--- src/rtl/uma_bus_arbiter_pkg.sv ---
`default_nettype none
// ============================================================================
//  Module   : uma_bus_arbiter_pkg
//  Purpose  : Shared state encoding and width helper for the UMA bus arbiter.
//  Revision : 1.0 - initial release
// ============================================================================
package uma_bus_arbiter_pkg;

  // Arbiter FSM states: one idle slot between grants, busy while a grant is held
  typedef enum logic [0:0] {
    ARB_IDLE = 1'b0,
    ARB_BUSY = 1'b1
  } arb_state_t;

  // Ceiling log2, usable in constant expressions for register widths
  function automatic int clog2(input int value);
    int w;
    w = 0;
    for (int i = 0; i < 31; i++) begin
      if ((1 << i) < value) w = i + 1;
    end
    return w;
  endfunction

endpackage
`default_nettype wire

--- src/rtl/uma_bus_arbiter_if.sv ---
`default_nettype none
// ============================================================================
//  Module   : uma_bus_arbiter_if
//  Purpose  : Request/grant bundle between bus masters, UMA port and arbiter.
//  Revision : 1.0 - initial release
// ============================================================================
interface uma_bus_arbiter_if #(
  parameter int N_REQ = 8,
  parameter int IDW   = 3
) ();

  logic [N_REQ-1:0] req;
  logic             rr_en;
  logic             mem_done;
  logic [N_REQ-1:0] gnt;
  logic [IDW-1:0]   gnt_id;
  logic             gnt_valid;
  logic             mem_start;
  logic             timeout;

  // Arbiter side
  modport slave (
    input  req, rr_en, mem_done,
    output gnt, gnt_id, gnt_valid, mem_start, timeout
  );

  // Requester / memory-port side
  modport master (
    output req, rr_en, mem_done,
    input  gnt, gnt_id, gnt_valid, mem_start, timeout
  );

endinterface
`default_nettype wire

--- src/rtl/uma_bus_arbiter_prio_encoder.sv ---
`default_nettype none
// ============================================================================
//  Module   : uma_prio_encoder
//  Purpose  : Combinational highest-set-bit encoder with active-low enable.
//  Revision : 1.0 - initial release
// ============================================================================
module uma_prio_encoder #(
  parameter int N = 8,
  parameter int W = 3
) (
  input  logic [N-1:0] data,
  input  logic         enable_n,
  output logic [W-1:0] result,
  output logic         result_valid
);

  // Scan upward so the highest set bit is the last one written
  always_comb begin
    result       = '0;
    result_valid = 1'b0;
    if (!enable_n) begin
      for (int i = 0; i < N; i++) begin
        if (data[i]) begin
          result       = W'(i);
          result_valid = 1'b1;
        end
      end
    end
  end

endmodule
`default_nettype wire

--- src/rtl/uma_bus_arbiter.sv ---
`default_nettype none
// ============================================================================
//  Module   : uma_bus_arbiter
//  Purpose  : Grants the single UMA memory port to one of N_REQ masters using
//             fixed (highest index) or round-robin priority; holds the grant
//             until mem_done or a HOLD_MAX-cycle timeout.
//  Revision : 1.0 - initial release
// ============================================================================
module uma_bus_arbiter
  import uma_bus_arbiter_pkg::*;
#(
  parameter int N_REQ    = 8,
  parameter int HOLD_MAX = 255,
  parameter int IDW      = 3
) (
  input  logic           clk,
  input  logic           reset,
  uma_bus_arbiter_if.slave bus
);

  localparam int c_CNT_W = (clog2(HOLD_MAX + 1) < 1) ? 1 : clog2(HOLD_MAX + 1);
  localparam logic [c_CNT_W-1:0] c_HOLD_MAX = c_CNT_W'(HOLD_MAX);

  arb_state_t         r_state, w_state_nxt;
  logic [N_REQ-1:0]   r_gnt, w_gnt_nxt;
  logic [IDW-1:0]     r_gnt_id, w_gnt_id_nxt;
  logic [IDW-1:0]     r_last_id, w_last_id_nxt;
  logic [c_CNT_W-1:0] r_hold_cnt, w_hold_cnt_nxt;
  logic               r_mem_start, w_mem_start_nxt;
  logic               r_timeout, w_timeout_nxt;

  logic [N_REQ-1:0]   w_rr_mask;
  logic [N_REQ-1:0]   w_req_masked;
  logic [IDW-1:0]     w_full_id, w_masked_id, w_win_id;
  logic               w_full_valid, w_masked_valid;

  // Round-robin favours indices below the last winner; last_id==0 gives an
  // empty mask, which falls back to plain highest-index selection
  assign w_rr_mask    = (N_REQ'(1) << r_last_id) - N_REQ'(1);
  assign w_req_masked = bus.req & w_rr_mask;

  uma_prio_encoder #(.N(N_REQ), .W(IDW)) u_enc_full (
    .data         (bus.req),
    .enable_n     (1'b0),
    .result       (w_full_id),
    .result_valid (w_full_valid)
  );

  uma_prio_encoder #(.N(N_REQ), .W(IDW)) u_enc_masked (
    .data         (w_req_masked),
    .enable_n     (~bus.rr_en),
    .result       (w_masked_id),
    .result_valid (w_masked_valid)
  );

  // Masked encoder is disabled in fixed mode, so its valid alone picks the path
  assign w_win_id = w_masked_valid ? w_masked_id : w_full_id;

  // Next-state and next-output decode
  always_comb begin
    w_state_nxt     = r_state;
    w_gnt_nxt       = r_gnt;
    w_gnt_id_nxt    = r_gnt_id;
    w_last_id_nxt   = r_last_id;
    w_hold_cnt_nxt  = r_hold_cnt;
    w_mem_start_nxt = 1'b0;
    w_timeout_nxt   = 1'b0;
    case (r_state)
      ARB_IDLE: begin
        if (w_full_valid) begin
          w_state_nxt     = ARB_BUSY;
          w_gnt_nxt       = N_REQ'(1) << w_win_id;
          w_gnt_id_nxt    = w_win_id;
          w_hold_cnt_nxt  = '0;
          w_mem_start_nxt = 1'b1;
        end
      end
      ARB_BUSY: begin
        if (bus.mem_done || (r_hold_cnt == c_HOLD_MAX)) begin
          w_state_nxt   = ARB_IDLE;
          w_gnt_nxt     = '0;
          w_last_id_nxt = r_gnt_id;
          // A completion in the same cycle as the limit is a normal release
          w_timeout_nxt = ~bus.mem_done;
        end else begin
          // Release at c_HOLD_MAX bounds the counter, so it never wraps
          w_hold_cnt_nxt = r_hold_cnt + 1'b1;
        end
      end
      default: begin
        w_state_nxt = ARB_IDLE;
        w_gnt_nxt   = '0;
      end
    endcase
  end

  // State and output registers
  always_ff @(posedge clk) begin
    if (reset) begin
      r_state     <= ARB_IDLE;
      r_gnt       <= '0;
      r_gnt_id    <= '0;
      r_last_id   <= '0;
      r_hold_cnt  <= '0;
      r_mem_start <= 1'b0;
      r_timeout   <= 1'b0;
    end else begin
      r_state     <= w_state_nxt;
      r_gnt       <= w_gnt_nxt;
      r_gnt_id    <= w_gnt_id_nxt;
      r_last_id   <= w_last_id_nxt;
      r_hold_cnt  <= w_hold_cnt_nxt;
      r_mem_start <= w_mem_start_nxt;
      r_timeout   <= w_timeout_nxt;
    end
  end

  assign bus.gnt       = r_gnt;
  assign bus.gnt_id    = r_gnt_id;
  assign bus.gnt_valid = (r_state == ARB_BUSY);
  assign bus.mem_start = r_mem_start;
  assign bus.timeout   = r_timeout;

endmodule
`default_nettype wire

--- src/flat_wrapper.sv ---
// flat-port wrapper written by rule: the top's interface ports become plain ports
module uma_bus_arbiter_flat import uma_bus_arbiter_pkg::*;
#(
  parameter int N_REQ    = 8,
  parameter int HOLD_MAX = 255,
  parameter int IDW      = 3
)
  (clk, reset, bus_req, bus_rr_en, bus_mem_done, bus_gnt, bus_gnt_id, bus_gnt_valid, bus_mem_start, bus_timeout);
  uma_bus_arbiter_if #(.N_REQ(N_REQ), .IDW(IDW)) bus_i ();
  input  logic clk;
  input  logic reset;
  input wire logic [$bits(bus_i.req)-1:0] bus_req;
  input wire logic [$bits(bus_i.rr_en)-1:0] bus_rr_en;
  input wire logic [$bits(bus_i.mem_done)-1:0] bus_mem_done;
  output wire logic [$bits(bus_i.gnt)-1:0] bus_gnt;
  output wire logic [$bits(bus_i.gnt_id)-1:0] bus_gnt_id;
  output wire logic [$bits(bus_i.gnt_valid)-1:0] bus_gnt_valid;
  output wire logic [$bits(bus_i.mem_start)-1:0] bus_mem_start;
  output wire logic [$bits(bus_i.timeout)-1:0] bus_timeout;
  assign bus_i.req = bus_req;
  assign bus_i.rr_en = bus_rr_en;
  assign bus_i.mem_done = bus_mem_done;
  assign bus_gnt = bus_i.gnt;
  assign bus_gnt_id = bus_i.gnt_id;
  assign bus_gnt_valid = bus_i.gnt_valid;
  assign bus_mem_start = bus_i.mem_start;
  assign bus_timeout = bus_i.timeout;
  uma_bus_arbiter #(.N_REQ(N_REQ), .HOLD_MAX(HOLD_MAX), .IDW(IDW)) u_core (.clk(clk), .reset(reset), .bus(bus_i));
endmodule
--- config.mk ---
export PLATFORM = sky130hd
export DESIGN_NAME = uma_bus_arbiter_flat
export DESIGN_NICKNAME = d
export VERILOG_FILES = /design/src/rtl/uma_bus_arbiter_pkg.sv /design/src/rtl/uma_bus_arbiter_if.sv /design/src/rtl/uma_bus_arbiter_prio_encoder.sv /design/src/rtl/uma_bus_arbiter.sv /design/src/flat_wrapper.sv
export SDC_FILE = /design/constraint.sdc
export NUM_CORES = 1
export LEC_CHECK = 0
export ABC_AREA = 1
export BUFFER_PORTS_ARGS = -buffer_cell sky130_fd_sc_hd__buf_2
export CORE_MARGIN = 4
export CORE_UTILIZATION = 57
export CTS_BUF_LIST = sky130_fd_sc_hd__clkbuf_8
export CTS_CLUSTER_DIAMETER = 80
export CTS_CLUSTER_SIZE = 16
export DETAILED_ROUTE_END_ITERATION = 16
export HOLD_SLACK_MARGIN = 0.03
export PLACE_DENSITY = 0.86
export SLEW_MARGIN = 20
export SYNTH_ARGS = -nofsm -noshare
export SYNTH_HDL_FRONTEND = slang
export SYNTH_HIERARCHICAL = 1
export SYNTH_SLANG_ARGS = --single-unit
--- constraint.sdc ---
create_clock -name clk -period 2 [get_ports clk]
set_input_delay 0.3 -clock clk [delete_from_list [all_inputs] [get_ports clk]]
set_output_delay 0.3 -clock clk [all_outputs]
set_load 0.1 [all_outputs]
==> qor.yml <==
timing:
  worst_hold_slack_ps: 205
  finalWorstSetupSlack_ps: 145
  fin_skew_ps: 1.61
  finalCriticalPeriod_ps: 1850
  post-route-period-util_pct: 92.7
  final-hold-violation-count: 0
  report.final.setup_viol: 0
  finalSetupTns_ps: 0
  final_max_slew_viol_count: 0
  achievable_freq_ghz: 0.539
finish:
  finalInstanceArea_mm2: 0.00166
  layout-area-overhead-vs-synth_pct: 17.5
  antenna-diode-count: 0
  fillerInstances: 208
  layout.cells.non_filler: 279
  drive_above_1_share_pct: 19.9
  final_nets: 265
  post-route-util_pct: 72.7
  layout.area.seq_um2: 505
  multi_input_logic_area_um2: 791
critical_path:
  path_cells: "nand2_1 > nor2_1 > nor2_1 > a41oi_4 > nand2_1 > o21ai_2 > inv_1 > nor2_1 > nand2_1 > a21oi_1"
  critical_path.max_fanout: 6
  setup.worst_path.end_class: "register"
  critPathRequiredTime_ps: 2200
  critPathSlowestCell: "sky130_fd_sc_hd__dfxtp_1"
  crit_path_start_kind: "register"
  largest_stage_delay_worst_path_ps: 410
  path_class: "reg -> reg"
  critical_path_arrival_ps: 2050
  worst_path_buffer_plus_inverter_count: 1
  family_of_cells_with_the_greatest_summed_delay_on_the_critical_path: "simple AND/OR/NAND/NOR gates"
floorplanning:
  initial_utilization_pct: 61.9
  die_area_mm2: 0.00333
  dieHeight_um: 57.7
  floorplan.io_pins: 26
  core_region_area_mm2: 0.00228
  num_rows: 17
  die_w_um: 57.7
cts:
  clk_pin_slew_ps: 80
  clock_tree_from_tritoncts: "built"
  clock_path_buffers: 2
  worstSkewPairLatency_ps: 260
  clock_tree.root_cell: "sky130_fd_sc_hd__clkbuf_8"
  ctsHtreeMaxLevel: 1
  clock_sink_count: 25
  cts_inserted_buffers: 3
power_and_ir_drop:
  total_leakage_power_nw: 0.774
  worst_ir_drop_vdd_v: 0.000524
  sequentialPowerShare_pct: 47.8
  power_frac_comb_pct: 26.2
  power_switching_uw: 393
  internal_power_uw: 724
  p_per_area_mw_per_mm2: 675
  power_frac_clock_pct: 25.9
  swShare_pct: 35.2
  power_total_mw: 1.12
place:
  placed_cells: 274
  gp_congestion: 0.867
  placed_cell_area_mm2: 0.00156
  io_buffer_count: 25
  dpl.hpwl_um: 2280
  post-place-ws_ps: 35.6
outcome:
  result_of_the_run: "completed"
routing:
  drt-pass1-iter-count: 4
  drt-wirelength-per-cell_um: 11.5
  viasPerCell: 5.19
  remaining_drc_errors: 0
  dr.first_iter.drc_count: 89
  totalWireLength_um: 3200
  final_antenna_net_count: 0
  route.vias.total: 1449
global_route:
  first_pass_grt_wire_length_um: 5120
  initial_antenna_violation_count: 0
  largest_net_degree_at_the_start_of_global_routing: 18
  global_route.usage.total_pct: 19.0
  globalRouteOverflowTotal: 0
  number_of_global_route_vias_before_repair: 1249
logic_synthesis:
  synth_area_mm2: 0.00141
  synthesis.yosys.warnings: 6
  syn-instance-count: 220
  yosys_register_bits: 25
  synth.avg_cell_area_um2: 6.40
  seq_area_frac_synth_pct: 35.5
  yosysUniqueCellTypes: 26
worst_hold_path:
  hold_path.class: "in -> reg"
run:
  maximum_capacitance_violations: 0
-- placed cells by master, fill, tap and decap left out, drive strengths merged --
| cell | count |
|---|---|
| and2 | 1 |
| buf | 28 |
| o31a | 1 |
| dfxtp | 25 |
| clkbuf | 3 |
| nor3 | 4 |
| o211a | 1 |
| nand4 | 1 |
| a21oi | 23 |
| nor2 | 28 |
| nand3b | 1 |
| conb | 6 |
| ha | 1 |
| a41oi | 2 |
| inv | 36 |
| nand3 | 20 |
| nand2 | 55 |
| o21ai | 15 |
-- cells by family (layout without fill, tap and decap cells) --
family | count (synthesis) | after routing | share of synthesized area [%]
and+or+nand+nor | 110 | 110 | 33.5
AOI/OAI and AO/OA | 42 | 42 | 17.7
DFF | 25 | 25 | 35.5
other | 1 | 6 | 0.266
buffers and inverters | 41 | 67 | 12.2
adders and majority gates | 1 | 1 | 0.888
-- timing repair --
item,CTS,global route
endpoints found under the setup margin,0,11
resized for setup,0,10
setup buffers,0,1
hold buffers,0,0
-- Yosys cell counts --
master | count | area share, %
sky130_fd_sc_hd__nand3_2 | 1 | 0.71
sky130_fd_sc_hd__a41oi_1 | 2 | 1.2
sky130_fd_sc_hd__and2_1 | 1 | 0.44
sky130_fd_sc_hd__nand2_1 | 54 | 14
sky130_fd_sc_hd__o21ai_0 | 11 | 3.9
sky130_fd_sc_hd__a21oi_2 | 4 | 2.5
sky130_fd_sc_hd__buf_2 | 2 | 0.71
sky130_fd_sc_hd__nor2_1 | 25 | 6.7
sky130_fd_sc_hd__nand2_2 | 1 | 0.44
sky130_fd_sc_hd__o21ai_2 | 2 | 1.2
sky130_fd_sc_hd__ha_1 | 1 | 0.89
sky130_fd_sc_hd__buf_6 | 2 | 1.6
sky130_fd_sc_hd__nor3_1 | 3 | 1.1
sky130_fd_sc_hd__conb_1 | 1 | 0.27
sky130_fd_sc_hd__nand3b_1 | 1 | 0.53
sky130_fd_sc_hd__nor2_2 | 3 | 1.3
sky130_fd_sc_hd__nor3_2 | 1 | 0.71
sky130_fd_sc_hd__o211a_1 | 1 | 0.71
sky130_fd_sc_hd__a21oi_1 | 19 | 6.7
sky130_fd_sc_hd__o21ai_1 | 2 | 0.71
sky130_fd_sc_hd__clkbuf_1 | 2 | 0.53
sky130_fd_sc_hd__nand4_1 | 1 | 0.44
sky130_fd_sc_hd__nand3_1 | 19 | 6.7
sky130_fd_sc_hd__o31a_1 | 1 | 0.62
sky130_fd_sc_hd__dfxtp_1 | 25 | 36
sky130_fd_sc_hd__inv_1 | 35 | 9.3
-- power groups by stage --
stage / Sequential, mW / Combinational, mW / Clock [mW]
after global routing: 0.537 / 0.317 / 0.320
after global placement: 0.545 / 0.272 / 0
final: 0.534 / 0.293 / 0.289
after CTS: 0.534 / 0.275 / 0.298
after detailed placement: 0.546 / 0.273 / 0
after floorplan: 0.653 / 0.113 / 0
-- layer usage --
layer,vias to the layer above,wire (um),track usage [%]
li1,757,-,-
met1,641,1520,26.5
met2,51,1430,30.3
met3,0,255,3.79
met4,0,0,4.30
met5,-,0,0
-- registers in the layout (all words and copies together), names as in the netlist --
signal,count
u_core/bus.gnt,8
u_core/r_hold_cnt,8
u_core/bus.gnt_id,3
u_core/r_last_id,3
u_core/bus.gnt_valid,1
u_core/bus.mem_start,1
u_core/bus.timeout,1
-- cell type report --
| class | instances | share of cell area, % |
|---|---|---|
| Multi-Input combinational cell | 159 | 47.8 |
| Sequential cell | 25 | 30.5 |
| Timing Repair Buffer | 28 | 8.92 |
| Inverter | 35 | 7.94 |
| Clock buffer | 3 | 2.49 |
| Tap cell | 28 | 2.12 |
| Clock inverter | 1 | 0.227 |
-- worst paths after layout --
check	end	slack, ps	cells after the start	startpoint
max	u_core/bus.gnt[6]	150	10	u_core/r_last_id[1]
min	u_core/bus.timeout	200	2	bus_mem_done
max reg2reg	u_core/bus.gnt[6]	150	10	u_core/r_last_id[1]
min reg2reg	u_core/bus.gnt[3]	480	2	u_core/bus.gnt[3]
No activity file was read; power rests on OpenSTA's default activity.
